### src/rtl/put_fsm.sv
// rtl/put_fsm.sv - PUT sub-command FSM: target slot select plus one entry-memory write
// Define PUT_EVICT_EN to overwrite evict_idx on a full miss instead of failing.
module put_fsm #(
  parameter int NUM_ENTRIES = 16,
  parameter int IDX_W       = $clog2(NUM_ENTRIES),
  parameter int ACK_TIMEOUT = 15
) (
  input  logic             clk,
  input  logic             rst_n,
  input  logic             en,
  input  logic             enter,
  input  logic             hit,
  input  logic [IDX_W-1:0] hit_idx,
  input  logic             full,
  input  logic [IDX_W-1:0] free_idx,
  input  logic [IDX_W-1:0] evict_idx,
  output logic             mem_wr_req,
  output logic [IDX_W-1:0] mem_wr_idx,
  output logic             mem_wr_key,
  output logic             mem_set_valid,
  input  logic             mem_wr_ack,
  output logic             done,
  output logic             rdy_out,
  output logic             op_succ,
  output logic             evicted
);

  localparam int CNT_W = $clog2(ACK_TIMEOUT + 1);
  localparam logic [CNT_W-1:0] CNT_LAST = CNT_W'(ACK_TIMEOUT - 1);

  typedef enum logic [1:0] {
    PUT_ST_START,
    PUT_ST_WRITE,
    PUT_ST_DONE,
    PUT_ST_ERR
  } state_t;

  state_t           state;
  logic [IDX_W-1:0] tgt_idx;
  logic             new_f;
  logic             evict_f;
  logic [CNT_W-1:0] cnt;

  always_ff @(posedge clk) begin
    if (!rst_n) begin
      state   <= PUT_ST_START;
      tgt_idx <= '0;
      new_f   <= 1'b0;
      evict_f <= 1'b0;
      cnt     <= '0;
    end else if (enter) begin
      state   <= PUT_ST_START;
      cnt     <= '0;
      new_f   <= 1'b0;
      evict_f <= 1'b0;
    end else if (en) begin
      case (state)
        PUT_ST_START: begin
          if (hit) begin
            tgt_idx <= hit_idx;
            new_f   <= 1'b0;
            evict_f <= 1'b0;
            state   <= PUT_ST_WRITE;
          end else if (!full) begin
            tgt_idx <= free_idx;
            new_f   <= 1'b1;
            evict_f <= 1'b0;
            state   <= PUT_ST_WRITE;
          end else begin
`ifdef PUT_EVICT_EN
            tgt_idx <= evict_idx;
            new_f   <= 1'b1;
            evict_f <= 1'b1;
            state   <= PUT_ST_WRITE;
`else
            state   <= PUT_ST_ERR;
`endif
          end
        end
        // req is en-gated, so ack seen here always belongs to a live request
        PUT_ST_WRITE: begin
          if (mem_wr_ack) begin
            state <= PUT_ST_DONE;
            cnt   <= '0;
          end else if (cnt == CNT_LAST) begin
            state <= PUT_ST_ERR;
          end else begin
            cnt <= cnt + 1'b1;
          end
        end
        default: ;
      endcase
    end
  end

`ifndef PUT_EVICT_EN
  logic unused_evict_idx;
  assign unused_evict_idx = ^evict_idx;
`endif

  logic in_write;
  assign in_write      = (state == PUT_ST_WRITE);
  assign mem_wr_req    = in_write & en;
  assign mem_wr_idx    = in_write ? tgt_idx : '0;
  assign mem_wr_key    = in_write & new_f;
  assign mem_set_valid = in_write & new_f;
  assign done          = (state == PUT_ST_DONE) | (state == PUT_ST_ERR);
  assign rdy_out       = done;
  assign op_succ       = (state == PUT_ST_DONE);
  assign evicted       = (state == PUT_ST_DONE) & evict_f;

endmodule

### config.mk
export PLATFORM = sky130hd
export DESIGN_NAME = put_fsm
export DESIGN_NICKNAME = d
export VERILOG_FILES = /design/src/rtl/put_fsm.sv
export SDC_FILE = /design/constraint.sdc
export NUM_CORES = 1
export LEC_CHECK = 0
export CORE_MARGIN = 2
export CORE_UTILIZATION = 43
export DETAILED_ROUTE_END_ITERATION = 16
export PLACE_DENSITY_LB_ADDON = 0.12
export SLEW_MARGIN = 30
export SYNTH_ARGS = -nofsm -noshare
export SYNTH_HDL_FRONTEND = slang
export SYNTH_SLANG_ARGS = --single-unit
export TNS_END_PERCENT = 5
### constraint.sdc
create_clock -name clk -period 3.7 [get_ports clk]
set_input_delay 0.37 -clock clk [delete_from_list [all_inputs] [get_ports clk]]
set_output_delay 0.37 -clock clk [all_outputs]
set_load 0.01 [all_outputs]
==> impl_metrics.ini <==
[clocking]
cts.repair.resized = 0
ctsLongestPathBuffers = 2
cts_num_sinks = 11
cts-htree-levels = 1
root_buffer = clkbuf_4
postCtsHoldBufs = 0
path_clk_slew_ns = 0.07
cts_setup_buffers = 0
clock_latency_ns = 0.27
numCtsBuffers = 3
cts_tree = yes

[synth]
syn_inst = 76
synth_area_leaders = dfxtp_1, mux2i_1, mux2_2, nand2_1, and2_1
synth_top_area_cell = dfxtp_1
yosysUniqueCellTypes = 32
synth_nets = 97
yosysSeqAreaShare_pct = 32.3
syn_avg_cell_area_um2 = 8.97
ys_ff_latch = 11
synth_area_um2 = 682
yosysTopAreaCellShare_pct = 32.3
synth_warnings = 0

[timing]
setup-violations-final = 0
min_period_over_period_pct = 57.3
clock_skew_ns = 0.00275
min_period_ns = 2.12
setup_slack_ns = 1.58
clock.fmax_ghz = 0.471
rsz0062_at_grt = false
final_hold_viol_count = 0
final_max_slew_viol_count = 0
finalSetupTns_ns = 0
whs_ns = 0.455

[global_route]
grt_use_total_pct = 15.8
grt_pass1_vias = 526
globalRouteOverflowTotal = 0
grt_pass1_wl_mm = 2.26
grt_max_degree = 11
antenna_found_initial = 0

[placed_design]
hpwl_mm = 1.03
gp_congestion = 0.714
post-place-ws_ns = 1.58
port_buffers = 24

[floorplan]
die_h_um = 43.8
start_util_pct = 45.8
core-area_um2 = 1490
fp.dieArea_um2 = 1920
die_width_um = 43.8
boundaryPins = 30
std_cell_rows = 14

[drt]
vias = 606
drc = 0
dr.pass1.iters = 4
ant_nets = 0
routed_wirelength_mm = 1.32
vias_per_cell = 5.36
drtIter0Drc = 16
routedWlPerCell_um = 11.7

[critical_path]
required_ns = 3.33
rrSetupSlack_ns = 2.36
endpoint_kind = output port
startpoint_type = primary input
r2r_cells = 5
worstPathArrival_ns = 1.75
critical_path_class = in2out
r2r-start = cnt[0]
path_max_fanout = 6
r2r-end = cnt[2]

[power_and_ir_drop]
max-vdd-ir-drop_v = 0.000179
p_per_area_nw_per_um2 = 279
p_leak_uw = 0.000363

[outcome]
status = complete, no violations

[hold_path]
min_path_type = reg2reg
whs_path_depth = 2
min_to = tgt_idx[0]
worst_hold_startpoint = tgt_idx[0]

[cells_and_area]
layout-drive-gt1-share_pct = 12.4
final_cell_mix = clkdlybuf4s50_1, nand2_1, dfxtp_1
nNetsFinal = 119
syn_to_final_growth_pct = 33.8
n_antenna_cell = 0
final_common_cell = clkdlybuf4s50_1

[flow_run]
maxCapViolCount = 0
sequential cells by signal, indices dropped and copies added (netlist names):
register	cells
cnt	4
tgt_idx	4
state	2
new_f	1
synth_stat cells, drive strengths merged:
master	instances
o22ai	1
nand3	1
o21a	1
a21oi	2
o21ai	1
conb	1
nand3b	1
and3b	1
and2b	1
dlygate4sd3	1
a221oi	1
a41oi	1
and2	5
a41o	1
nor3b	1
nor2	2
o32ai	1
buf	6
ha	2
mux2	4
nand2b	2
mux2i	5
inv	3
dfxtp	11
a211oi	3
nand2	12
nor2b	3
or4	1
a31o	1
worst max-delay path by stage:
stage	startpoint	endpoint	slack [ns]	depth (start not counted)
3_5_place_dp	en	mem_wr_req	1.58	3
2_1_floorplan	state[1]	rdy_out	2.21	2
6_report	en	mem_wr_req	1.58	3
3_3_place_gp	en	mem_wr_req	1.58	3
5_1_grt	en	mem_wr_req	1.52	3
4_1_cts	en	mem_wr_req	1.57	3
final cells by class:
class	count	area, um^2
sequential	11	220
timing repair buffer	24	240
tap	16	20.0
multi-input combinational	55	394
fill	133	577
inverter	3	11.3
clock buffer	4	26.3
cells by family after synthesis:
group	after synthesis	share of synthesized area (%)
buffers and inverters	10	9.91
DFF	11	32.3
other	1	0.550
muxes	9	13.9
adders and majority gates	2	3.67
AOI/OAI and AO/OA	13	14.1
and+or+nand+nor	30	25.5
critical path, stage by stage:
cell and delay [ns]:
clkdlybuf4s50_1 0.55, and3b_2 0.28, clkdlybuf4s50_1 0.55
power by group:
group	internal (uW)	leakage, uW	switching, uW
Clock	41.8	0.0000150	41.9
Combinational	29.2	0.000259	17.5
Sequential	122	0.0000892	2.61
Total	193	0.000363	62.0
per-layer routing:
layer  global-route usage, %  vias up  share of wire [%]
met3                    2.50        5                6.0
met1                    22.3      270                 48
li1                        -      304                  -
met5                       0        -                  0
met2                    22.4       27                 44
met4                    9.09        0                2.0
stage by stage:
step | cells | power (uW) | cell area, um^2 | utilization (%)
after floorplan | 76 | 154 | 682 | -
after global placement | 109 | 174 | 886 | 59.5
after detailed placement | 109 | 174 | 886 | 59.5
after CTS | 113 | 257 | 912 | 61.3
after global routing | 113 | 266 | 912 | 61.3
final | 113 | 255 | 912 | 61.3
Note: power is estimated with default switching activity, not from simulation.
